<file path="config.mk">
export PLATFORM = sky130hd
export DESIGN_NAME = operand_fetch_stage
export DESIGN_NICKNAME = d
export VERILOG_FILES = /design/src/rtl/operand_fetch_stage_pkg.sv /design/src/rtl/operand_fetch_stage_fwd_mux.sv /design/src/rtl/operand_fetch_stage.sv
export SDC_FILE = /design/constraint.sdc
export NUM_CORES = 1
export LEC_CHECK = 0
export BUFFER_PORTS_ARGS = -buffer_cell sky130_fd_sc_hd__buf_2
export CAP_MARGIN = 10
export CORE_ASPECT_RATIO = 1.75
export CORE_MARGIN = 3
export CORE_UTILIZATION = 30
export DETAILED_ROUTE_END_ITERATION = 16
export MAX_ROUTING_LAYER = met4
export PLACE_DENSITY = 0.58
export SLEW_MARGIN = 10
export SYNTH_ARGS = -nofsm -noshare
export SYNTH_HDL_FRONTEND = slang
export SYNTH_SLANG_ARGS = --single-unit
</file>
<file path="constraint.sdc">
create_clock -name clk -period 5.1 [get_ports clk]
set_input_delay 0.255 -clock clk [delete_from_list [all_inputs] [get_ports clk]]
set_output_delay 0.255 -clock clk [all_outputs]
set_load 0.01 [all_outputs]
</file>
<file path="src/rtl/operand_fetch_stage_pkg.sv">
// operand_fetch_stage_pkg: default widths shared by the operand fetch stage and its forwarding mux
package operand_fetch_stage_pkg;
  localparam int DEF_BIT_SIZE = 32;
  localparam int DEF_ADDR_W = 5;
  localparam int DEF_CTRL_W = 8;
  localparam int STALL_W = 16;
endpackage

</file>
<file path="src/rtl/operand_fetch_stage_fwd_mux.sv">
// operand_fetch_stage_fwd_mux: picks r0 zero, then EX/MEM, then MEM/WB bypass, else the registered operand
module operand_fetch_stage_fwd_mux
  import operand_fetch_stage_pkg::*;
#(
  parameter int bit_size = DEF_BIT_SIZE,
  parameter int ADDR_W = DEF_ADDR_W
) (
  input  logic [ADDR_W-1:0]   addr,
  input  logic [bit_size-1:0] reg_val,
  input  logic                mem_we,
  input  logic [ADDR_W-1:0]   mem_addr,
  input  logic [bit_size-1:0] mem_data,
  input  logic                wb_we,
  input  logic [ADDR_W-1:0]   wb_addr,
  input  logic [bit_size-1:0] wb_data,
  output logic [bit_size-1:0] operand
);
  always_comb
    operand = (addr == '0) ? '0 :
              (mem_we && mem_addr == addr) ? mem_data :
              (wb_we && wb_addr == addr) ? wb_data : reg_val;
endmodule

</file>
<file path="src/rtl/operand_fetch_stage.sv">
// operand_fetch_stage: ID/EX register with regfile write-through, EX/MEM+MEM/WB forwarding, load-use bubble and stall counter
module operand_fetch_stage
  import operand_fetch_stage_pkg::*;
#(
  parameter int bit_size = DEF_BIT_SIZE,
  parameter int ADDR_W = DEF_ADDR_W,
  parameter int CTRL_W = DEF_CTRL_W
) (
  input  logic                clk,
  input  logic                rst,
  input  logic                in_valid,
  output logic                in_ready,
  input  logic [ADDR_W-1:0]   in_rs,
  input  logic [ADDR_W-1:0]   in_rt,
  input  logic [ADDR_W-1:0]   in_wr_addr,
  input  logic                in_reg_write,
  input  logic                in_mem_read,
  input  logic [CTRL_W-1:0]   in_ctrl,
  output logic [ADDR_W-1:0]   rf_addr_1,
  output logic [ADDR_W-1:0]   rf_addr_2,
  input  logic [bit_size-1:0] rf_data_1,
  input  logic [bit_size-1:0] rf_data_2,
  input  logic                mem_reg_write,
  input  logic [ADDR_W-1:0]   mem_addr,
  input  logic [bit_size-1:0] mem_data,
  input  logic                wb_reg_write,
  input  logic [ADDR_W-1:0]   wb_addr,
  input  logic [bit_size-1:0] wb_data,
  output logic                out_valid,
  input  logic                out_ready,
  output logic [bit_size-1:0] out_op_a,
  output logic [bit_size-1:0] out_op_b,
  output logic [ADDR_W-1:0]   out_wr_addr,
  output logic                out_reg_write,
  output logic                out_mem_read,
  output logic [CTRL_W-1:0]   out_ctrl,
  output logic [STALL_W-1:0]  stall_cnt
);
  logic [ADDR_W-1:0] rs_q, rt_q;
  logic [bit_size-1:0] op_a_q, op_b_q, cap_a, cap_b;
  logic advance, hazard, wb_a, wb_b;
  assign rf_addr_1 = in_rs;
  assign rf_addr_2 = in_rt;
  assign advance = !out_valid || out_ready;
  assign hazard = out_valid && out_mem_read && out_wr_addr != '0 && in_valid &&
                  (out_wr_addr == in_rs || out_wr_addr == in_rt);
  assign in_ready = rst && advance && !hazard;
  assign wb_a = wb_reg_write && wb_addr == rs_q && rs_q != '0;
  assign wb_b = wb_reg_write && wb_addr == rt_q && rt_q != '0;
  // the regfile commits wb at the same edge we capture, so take wb_data instead of the stale read
  assign cap_a = (in_rs == '0) ? '0 : (wb_reg_write && wb_addr == in_rs) ? wb_data : rf_data_1;
  assign cap_b = (in_rt == '0) ? '0 : (wb_reg_write && wb_addr == in_rt) ? wb_data : rf_data_2;
  always_ff @(posedge clk) begin
    if (!rst) begin
      out_valid <= 1'b0;
      rs_q <= '0;
      rt_q <= '0;
      op_a_q <= '0;
      op_b_q <= '0;
      out_wr_addr <= '0;
      out_reg_write <= 1'b0;
      out_mem_read <= 1'b0;
      out_ctrl <= '0;
      stall_cnt <= '0;
    end else if (advance) begin
      out_valid <= in_valid && !hazard;
      if (in_valid && !hazard) begin
        rs_q <= in_rs;
        rt_q <= in_rt;
        op_a_q <= cap_a;
        op_b_q <= cap_b;
        out_wr_addr <= in_wr_addr;
        out_reg_write <= in_reg_write;
        out_mem_read <= in_mem_read;
        out_ctrl <= in_ctrl;
      end
      if (hazard && stall_cnt != '1) stall_cnt <= stall_cnt + 1'b1;
    end else begin
      // held operands track writeback so they are current once the bypass moves on
      if (wb_a) op_a_q <= wb_data;
      if (wb_b) op_b_q <= wb_data;
    end
  end
  operand_fetch_stage_fwd_mux #(.bit_size(bit_size), .ADDR_W(ADDR_W)) u_fwd_a (
    .addr(rs_q), .reg_val(op_a_q), .mem_we(mem_reg_write), .mem_addr(mem_addr), .mem_data(mem_data),
    .wb_we(wb_reg_write), .wb_addr(wb_addr), .wb_data(wb_data), .operand(out_op_a)
  );
  operand_fetch_stage_fwd_mux #(.bit_size(bit_size), .ADDR_W(ADDR_W)) u_fwd_b (
    .addr(rt_q), .reg_val(op_b_q), .mem_we(mem_reg_write), .mem_addr(mem_addr), .mem_data(mem_data),
    .wb_we(wb_reg_write), .wb_addr(wb_addr), .wb_data(wb_data), .operand(out_op_b)
  );
endmodule

</file>
Yosys cells after proc, flatten, opt, wreduce, memory -nomap -nowiden
Cells that the tools add are included.

storage, ports and cells
  register bits after elaboration = 106
  logic and storage cells = 70

operators by class
  reduce and logical (&&, ||, !) cells = 33
  eq/ne operators = 10
  add/sub/neg operators = 1
  muxes and demuxes = 16

operators with widths
  kind                     number
  $mux W32                 16
  $eq A5 B5 Y1             8
  $logic_not A5 Y1         4
  $add A16 B1 Y16 const B  1
  $logic_and A1 B1 Y1      16
  $ne A16 B16 Y1 const B   1
  $reduce_bool A5 Y1       3
  $reduce_and A2 Y1        4
  $reduce_bool A2 Y1       2
  $logic_not A1 Y1         2
  $logic_or A1 B1 Y1       2
  $ne A2 B1 Y1 const B     1

Logic depth before layout (Yosys ltp)
Gate-level depths: netlist of run 1.

  word-level depth = 8
  mapped depth = 9

Modules after synthesis
A second synthesis of run 1 with hierarchy kept.

second synthesis, totals
  cells, all modules = 975
  area, all modules = 7683.6 µm²

by module, submodules not included
  module                       cells an instance  area an instance (µm²)  times used
  operand_fetch_stage          583                5176.2                  1
  operand_fetch_stage_fwd_mux  196                1253.7                  2

Worst setup path before layout of run 1
OpenSTA, ideal clock, no wires.

  path kind = register to output
  from = reg rs_q[4]
  to = out out_op_a[10]
  arrival = 1712 ps
  data required time = 4845 ps
  cell stages (with the launch flop) = 7
  buffers on the path = 1
  setup slack = 3133 ps
  cell sequence = dfxtp_1 -> xor2_1 -> nor3_1 -> nand4_1 -> buf_2 -> mux2i_1 -> a211oi_1

between the ends
  cells in the longest elaborated chain, start to end = 5
  elaborated cells between the ends (all ways) = 8
  classes of those cells = 2 x eq/ne; 3 x mux; 3 x reduce/logical

RTL lines
  item                      RTL line                           source
  start: declaration        operand_fetch_stage.sv:39          logic [ADDR_W-1:0] rs_q, rt_q;
  start signal: assignment  operand_fetch_stage.sv:68          rs_q <= in_rs;
  $eq A5 B5 Y1              operand_fetch_stage_fwd_mux.sv:21  (wb_we && wb_addr == addr) ? wb_data : reg_val;
  $logic_and A1 B1 Y1       operand_fetch_stage_fwd_mux.sv:21
  $mux W32                  operand_fetch_stage_fwd_mux.sv:21
  $mux W32                  operand_fetch_stage_fwd_mux.sv:20  (mem_we && mem_addr == addr) ? mem_data :
  $mux W32 (*)              operand_fetch_stage_fwd_mux.sv:19  operand = (addr == '0) ? '0 :
  end: declaration          operand_fetch_stage.sv:31          output logic [bit_size-1:0] out_op_a,

Every way passes the cells marked *; elsewhere a longest branch is shown, timed or not.

Worst setup path in the final report of run 1
  from = reg rs_q[4]
  to = out out_op_a[21]

Same word-level chain as after synthesis.

==> results of run 1 <==
-- final cells by class --
class                      instances  area (um^2)  share of cell area [%]
inverter                           4         17.5                   0.205
antenna                            4         10.0                   0.117
sequential                       106         2120                    24.8
multi-input combinational        608         4290                    50.1
tap                              296          370                    4.33
clock buffer                      10          229                    2.68
timing repair buffer             286         1460                    17.1
clock inverter                     6         57.6                   0.673
-- state kept, by name, summed over array words and instances, names as in the netlist --
signal         flops
stall_cnt         16
out_mem_read       1
rs_q               5
out_reg_write      1
out_ctrl           8
rt_q               5
out_valid          1
op_a_q            32
op_b_q            32
out_wr_addr        5
-- through the flow --
stage | setup WS [ps] | cell area, um^2 | std cells
after global placement | 2020 | 8260 | 1300
after floorplan | 3130 | 6750 | 797
after CTS | 1710 | 8540 | 1316
after detailed placement | 1960 | 8260 | 1300
final | 1790 | 8550 | 1320
after global routing | 1540 | 8550 | 1320
-- path summary, 6_finish.rpt --
check	startpoint	end	slack [ps]	depth (start not counted)
worst min-delay path	in_mem_read	out_mem_read	120	3
worst max-delay path	rs_q[4]	out_op_a[21]	1790	7
worst max register to register	out_valid	op_a_q[11]	2000	7
worst min register to register	out_ctrl[3]	out_ctrl[3]	470	2
-- layer usage --
metal  vias to the layer above  part of all wire (%)
met5                         -                     0
met4                         0                   3.2
met3                        47                   4.1
met2                       219                    53
met1                      3259                    39
li1                       3375                     -
-- where the power goes --
group          internal [mW]  switching, mW
Combinational          0.274          0.379
Sequential             0.898         0.0477
Clock                  0.378          0.330
Total                   1.55          0.756
-- critical path, cell delays in order (launching register included) --
cell and delay, ps:
dfxtp_1 370, xor2_1 180, nor3_1 260, nand4_1 690, buf_4 560, mux2i_1 180, a211oi_1 250, buf_2 170
-- logic make-up after synthesis --
kind of cell	share of synthesized area, %
AND/OR/NAND/NOR	16.6
AO/OA/AOI/OAI	27.2
flip-flops	31.4
multiplexers	12.4
buffers and inverters	6.09
XOR/XNOR	6.09
adder cells (fa/ha/maj)	0.185
-- cell usage after synthesis (all sizes together), types with 3 or more instances --
library cell  count
o211ai            3
buf              36
nand2b            4
o31ai             4
or4               8
a21oi             8
nand3            23
inv               4
xnor2            25
dfxtp           106
nor3              5
clkbuf           43
nand4             4
mux2i            84
nand2            27
nor4              5
xor2             22
nor2            162
a22oi            64
o21ai            12
nor3b             3
a211oi          128
==> flow_summary.toml, run 1 <==
[drt]
wire_per_inst_um = 18.7
drc = 0
drtIter0Drc = 322
drt-pass1-iter-count = 4
wirelength_um = 24600
vias = 6900
ant_nets = 0
via_per_inst = 5.23

[placed_design]
gp_congestion = 0.807
port-buffer-count = 275
hpwl_um = 18000

[outcome]
outcome = "finished, final reports clean"

[global_routing]
grt_pass1_wl_um = 37500
grt_max_degree = 61
use_met3_pct = 2.68
grt_antenna_before_repair = 4
busiest_layer = "met2"
overflow = 0
grt_usage_pct = 20.1
grt_pass1_vias = 6743
gr-usage-met1_pct = 21.9
grt_use_met2_pct = 36.0

[synthesis]
yosysTopAreaCell = "dfxtp_1"
synth_seq_cells = 106
netlist_area_um2 = 6750
ys_warn_count = 0
yosysSeqAreaShare_pct = 31.4
synth_fp_nets = 967
syn_inst = 797
synth_cell_types = 45
avgSynthCellArea_um2 = 8.47
synthTopCellsByArea = "dfxtp_1 (31%), mux2i_1 (12%), a211oi_1 (11%), nor2_1 (8.9%), a22oi_1 (7.1%)"
synth_top_area_share_pct = 31.4
ys_async_sr_fraction_pct = 0
dominantRegCellSynth = "dfxtp_1"
synth-edff-count = 0

[timing]
hold_ws_ps = 121
tightest_slew_ps = 1160
fin_crit_sh_pct = 64.9
finalClockSkew_ps = 10.2
hold_viol_final = 0
rsz0062_at_grt = "false"
fmaxAchievable_ghz = 0.302
drv_slew = 0
relSlewSlack_pct = 22.2
fin_crit_ps = 3310
setup_violations = 0
setup-tns-final_ps = 0

[job]
drv_cap = 0

[finish]
areaGrowthSynthToFinish_pct = 26.6
drive_gt1_share_pct = 34.2
post-route-util_pct = 38.6
fillers = 2394
final_nets = 1185
final_common_cell = "buf_2"
most-common-layout-cells = "buf_2 (275), nor2_1 (160), dfxtp_1 (106)"

[worst_setup_path]
cp-end-kind = "output port"
cp-start-kind = "register"
arrival_ps = 3060
path_class = "register to output port"
crit_required_ps = 4850
cp_max_fo = 23

[floorplan]
die_area_um2 = 24400
initial_utilization_pct = 30.5
core-area_um2 = 22200
die_h_um = 204
die_w_um = 119
fp-row-count = 72
ios = 276

[pwr]
p_total_mw = 2.31
ir_worst_vdd_uv = 169
power.density_nw_per_um2 = 270
leakage_nw = 4.05

[clock_network]
cts_sinks = 106
path_clk_slew_ps = 80
clock-root-buffer = "clkbuf_16"
cts_setup_buffers = 0
cts_tree = "yes"
numCtsBuffers = 9
clockBufferDepth = 2
worstSkewPairLatency_ps = 360
htreeDepth = 3
post_cts_resized = 0
holdBufCountCts = 0

[worst_hold_path]
hold_class = "input port to register"
Note: power is estimated with default switching activity, not from simulation.
==> run 2, diff against run 1 <==
--- a/config.mk
+++ b/config.mk
@@ -12,7 +12,7 @@
 export CORE_UTILIZATION = 30
 export DETAILED_ROUTE_END_ITERATION = 16
 export MAX_ROUTING_LAYER = met4
-export PLACE_DENSITY = 0.58
+export PLACE_DENSITY = 0.6
 export SLEW_MARGIN = 10
 export SYNTH_ARGS = -nofsm -noshare
 export SYNTH_HDL_FRONTEND = slang
==> constraint.sdc (replaced) <==
create_clock -name clk -period 2.9 [get_ports clk]
set_input_delay 0.145 -clock clk [delete_from_list [all_inputs] [get_ports clk]]
set_output_delay 0.145 -clock clk [all_outputs]
set_load 0.01 [all_outputs]
==> flow_summary.toml, run 2 (synthesis results as in run 1) <==
[timing]
setup_violations = 0
relSlewSlack_pct = 34.5
fin_crit_sh_pct = 92.1
drv_slew = 0
setup-tns-final_ps = 0
finalClockSkew_ps = 17.7
fmaxAchievable_ghz = 0.374
rsz0062_at_grt = "false"
setup_ws_ps = 228
hold_viol_final = 0
fin_crit_ps = 2670
tightest_slew_ps = 982

[floorplan]
die_w_um = 119
initial_utilization_pct = 30.5
ios = 276
fp-row-count = 72
die_area_um2 = 24400
core-area_um2 = 22200
die_h_um = 204

[finish]
most-common-layout-cells = "buf_2 (275), nor2_1 (160), dfxtp_1 (106)"
seqCellArea_um2 = 2120
drive_gt1_share_pct = 34.9
post-route-cell-area_um2 = 8690
fillers = 2355
largestRegisters = "op_a_q: 32 flops, op_b_q: 32 flops, stall_cnt: 16 flops"
areaGrowthSynthToFinish_pct = 28.6
multi_input_area_um2 = 4290
final_nets = 1197
final_common_cell = "buf_2"

[clock_network]
numCtsBuffers = 9
worstSkewPairLatency_ps = 360
htreeDepth = 3
clock-root-buffer = "clkbuf_16"
cts_sinks = 106
clockBufferDepth = 2
path_clk_slew_ps = 70
post_cts_resized = 0
cts_tree = "yes"

[global_routing]
grt_max_degree = 61
grt_pass1_vias = 7080
grt_antenna_before_repair = 3
grt_usage_pct = 20.2
grt_pass1_wl_um = 38000
overflow = 0

[worst_setup_path]
cp_cell_sequence = "xor2_1 -> nor4_1 -> nand3_2 -> buf_12 -> a211oi_1 -> buf_2"
path_class = "register to output port"
cp-end-kind = "output port"
max_stage_delay_ps = 470
arrival_ps = 2530
crit_required_ps = 2760
slowest_stage = "dfxtp_1"
cp-start-kind = "register"
cp_max_fo = 53

[placed_design]
post_dp_cell_area_um2 = 8390
dp_slack_ps = 405
hpwl_um = 18300
port-buffer-count = 275
gp_congestion = 0.842

[job]
drv_cap = 0

[drt]
drt-pass1-iter-count = 5
vias = 6812
via_per_inst = 5.12
drc = 0
wire_per_inst_um = 18.1
drtIter0Drc = 303
ant_nets = 0
wirelength_um = 24100

[worst_hold_path]
hold_class = "input port to register"

[pwr]
ir_worst_vdd_uv = 257
power.density_nw_per_um2 = 464
leakage_nw = 4.13

[outcome]
outcome = "finished, final reports clean"
## run 2: cell count changes in the layout (fill, tap and decap cells not counted)
cell / previous run / this run
clkinv_4: 0 / 1
clkbuf_8: 0 / 2
dlygate4sd3_1: 0 / 1
diode_2: 4 / 3
clkinv_2: 4 / 2
buf_4: 11 / 18
bufinv_16: 1 / 0
buf_12: 0 / 4
## run 2: layout make-up
class,instances,area share (%)
Sequential cell,106,24.4
Inverter,4,0.202
Clock buffer,12,2.95
Antenna cell,3,0.0864
Tap cell,296,4.26
Multi-Input combinational cell,608,49.3
Clock inverter,4,0.302
Timing Repair Buffer,298,18.4
## run 2: through the flow
stage	hold WS (ps)	std cells	total power [mW]	utilization [%]
floorplan	285	797	2.40	-
global placement	380	1311	2.86	37.9
detailed placement	382	1311	2.88	37.9
CTS	3.33	1328	4.09	39.2
global route	15.2	1331	4.27	39.2
finish	20.7	1331	4.04	39.2
## run 2: path summary, 6_finish.rpt
path / startpoint / to / slack [ps] / cells past startpoint
worst max-delay path: rt_q[4] / out_op_b[26] / 230 / 6
worst min-delay path: in_wr_addr[0] / out_wr_addr[0] / 20 / 3
worst max register to register: out_valid / op_b_q[5] / 530 / 7
worst min register to register: out_ctrl[2] / out_ctrl[2] / 470 / 2
## run 2: worst max-delay path, delay by kind of cell (launching register included)
family                 cells  cell delay [ps]
AND/OR/NAND/NOR            2              730
buffers and inverters      2              490
flip-flops                 1              470
AO/OA/AOI/OAI              1              340
XOR/XNOR                   1              100
## run 2: power breakdown
group / leakage, nW / internal [mW] / switching [mW]
Clock: 0.139 / 0.630 / 0.576
Sequential: 0.877 / 1.58 / 0.0795
Combinational: 3.11 / 0.500 / 0.671
Total: 4.13 / 2.71 / 1.33
## run 2: per-layer routing
metal  GRT usage (%)  vias up  share of wire, %
met5               -        -                 0
met2            36.5      201                54
met3            2.02       41               3.9
li1                -     3407                 -
met1            22.2     3163                39
met4            9.05        0               3.1
## run 2: repair_timing
action                                 4_1_cts  5_1_grt
endpoints found under the hold margin        1        0
hold buffers                                 1        0
setup endpoints to repair                    0        1
buffers inserted                             0        0
==> run 3, diff against run 2 <==
--- a/config.mk
+++ b/config.mk
@@ -13,6 +13,7 @@
 export DETAILED_ROUTE_END_ITERATION = 16
 export MAX_ROUTING_LAYER = met4
 export PLACE_DENSITY = 0.6
+export RECOVER_POWER = 25
 export SLEW_MARGIN = 10
 export SYNTH_ARGS = -nofsm -noshare
 export SYNTH_HDL_FRONTEND = slang
==> flow_summary.toml, run 3 (synthesis results as in run 1) <==
[floorplan]
die_w_um = 119
core-area_um2 = 22200
ios = 276
fp-row-count = 72
die_h_um = 204
die_area_um2 = 24400
initial_utilization_pct = 30.5

[worst_setup_path]
r2r-start = "out_valid"
cp_cell_sequence = "xor2_1 -> nor4_1 -> nand3_2 -> buf_12 -> a211oi_1 -> buf_2"
path_class = "register to output port"
arrival_ps = 2540
max_stage_delay_ps = 460
r2r_end = "op_b_q[5]"
reg2reg_depth = 7
cp-end-kind = "output port"
cp-start-kind = "register"
r2r_setup_slack_ps = 560
crit_required_ps = 2760
slowest_stage = "dfxtp_1"
cp_max_fo = 53

[global_routing]
grt_pass1_vias = 7080
grt_max_degree = 61
grt_usage_pct = 20.2
grt_pass1_wl_um = 38000
grt_antenna_before_repair = 3
overflow = 0

[timing]
relSlewSlack_pct = 36.1
tightest_slew_ps = 958
drv_slew = 0
fin_crit_sh_pct = 92.5
hold_viol_final = 0
fin_crit_ps = 2680
setup-tns-final_ps = 0
fmaxAchievable_ghz = 0.373
setup_violations = 0
hold_ws_ps = 21.2
setup_ws_ps = 219
rsz0062_at_grt = "false"
finalClockSkew_ps = 15.7

[finish]
largestRegisters = "op_a_q: 32 flops, op_b_q: 32 flops, stall_cnt: 16 flops"
drive_gt1_share_pct = 30.7
final_nets = 1197
most-common-layout-cells = "buf_2 (232), nor2_1 (160), dfxtp_1 (106)"
final_common_cell = "buf_2"
areaGrowthSynthToFinish_pct = 27.8
fillers = 2374

[drt]
wirelength_um = 24200
drc = 0
via_per_inst = 5.16
wire_per_inst_um = 18.2
drtIter0Drc = 323
drt-pass1-iter-count = 4
vias = 6862
ant_nets = 0

[clock_network]
post_cts_resized = 0
htreeDepth = 3
worstSkewPairLatency_ps = 360
cts_tree = "yes"
numCtsBuffers = 9
cts_setup_buffers = 0
cts_sinks = 106
clockBufferDepth = 2
clock-root-buffer = "clkbuf_16"
path_clk_slew_ps = 70

[placed_design]
port-buffer-count = 275
gp_congestion = 0.842
hpwl_um = 18300
dp_slack_ps = 405

[pwr]
ir_worst_vdd_uv = 256
p_total_mw = 4.02
leakage_nw = 3.97
power.density_nw_per_um2 = 466

[worst_hold_path]
holdPathEnd = "out_ctrl[2]"
min_from = "in_ctrl[2]"
hold_class = "input port to register"
worstHoldPathCells = 3

[job]
drv_cap = 0

[outcome]
outcome = "finished, final reports clean"
## run 3: changes by cell type in the layout (fill, tap and decap cells not counted), sizes merged
cell    before  now
buf        297  254
clkbuf      12   55
## run 3: worst max-delay path by stage
| stage | start | end | slack [ps] | cells after the start |
|---|---|---|---|---|
| after floorplan | rs_q[0] | op_a_q[10] | 950 | 8 |
| after global placement | in_rs[4] | op_a_q[30] | 490 | 8 |
| after detailed placement | wb_addr[2] | op_a_q[26] | 410 | 8 |
| after CTS | rt_q[4] | out_op_b[26] | 180 | 6 |
| after global routing | rt_q[4] | out_op_b[26] | 20 | 6 |
| final | rt_q[4] | out_op_b[26] | 220 | 6 |
## run 3: per-layer routing
layer,routed length (um),GRT usage [%]
met1,9360,22.2
met2,13200,36.5
met5,0,-
met4,741,9.05
met3,869,2.02
## run 3: stage by stage
stage / util, % / cells / cell area [um^2]
2_1_floorplan: - / 797 / 6750
5_1_grt: 39.0 / 1331 / 8630
3_3_place_gp: 37.9 / 1311 / 8390
3_5_place_dp: 37.9 / 1311 / 8390
4_1_cts: 39.2 / 1328 / 8680
6_report: 39.0 / 1331 / 8630
## run 3: report_power, final
group	leakage, nW	internal [mW]	total [mW]	switching (mW)
combinational	2.95	0.493	1.16	0.671
clock	0.139	0.630	1.20	0.573
sequential	0.877	1.58	1.66	0.0796
total	3.97	2.70	4.02	1.32
## run 3: layout make-up
cell class	instances	area [um^2]	area share, %
well taps	296	370	4.29
clock buffers	12	256	2.97
repair buffers	298	1550	17.9
clock inverters	4	26.3	0.304
diodes	3	7.51	0.0869
flip-flops and latches	106	2120	24.6
inverters	4	17.5	0.203
multi-input cells	608	4290	49.6
## run 3: worst max-delay path: cells and delay by family, from the launching register on
kind | cells | cell delay, ps
compound gates | 1 | 340
simple gates | 2 | 730
buf+inv | 2 | 500
flops | 1 | 460
xor+xnor | 1 | 100
## run 3: what timing repair did
action                                  in CTS  in global routing
hold endpoints to repair                     1                  0
hold buffers                                 1                  0
endpoints found under the setup margin       0                  1
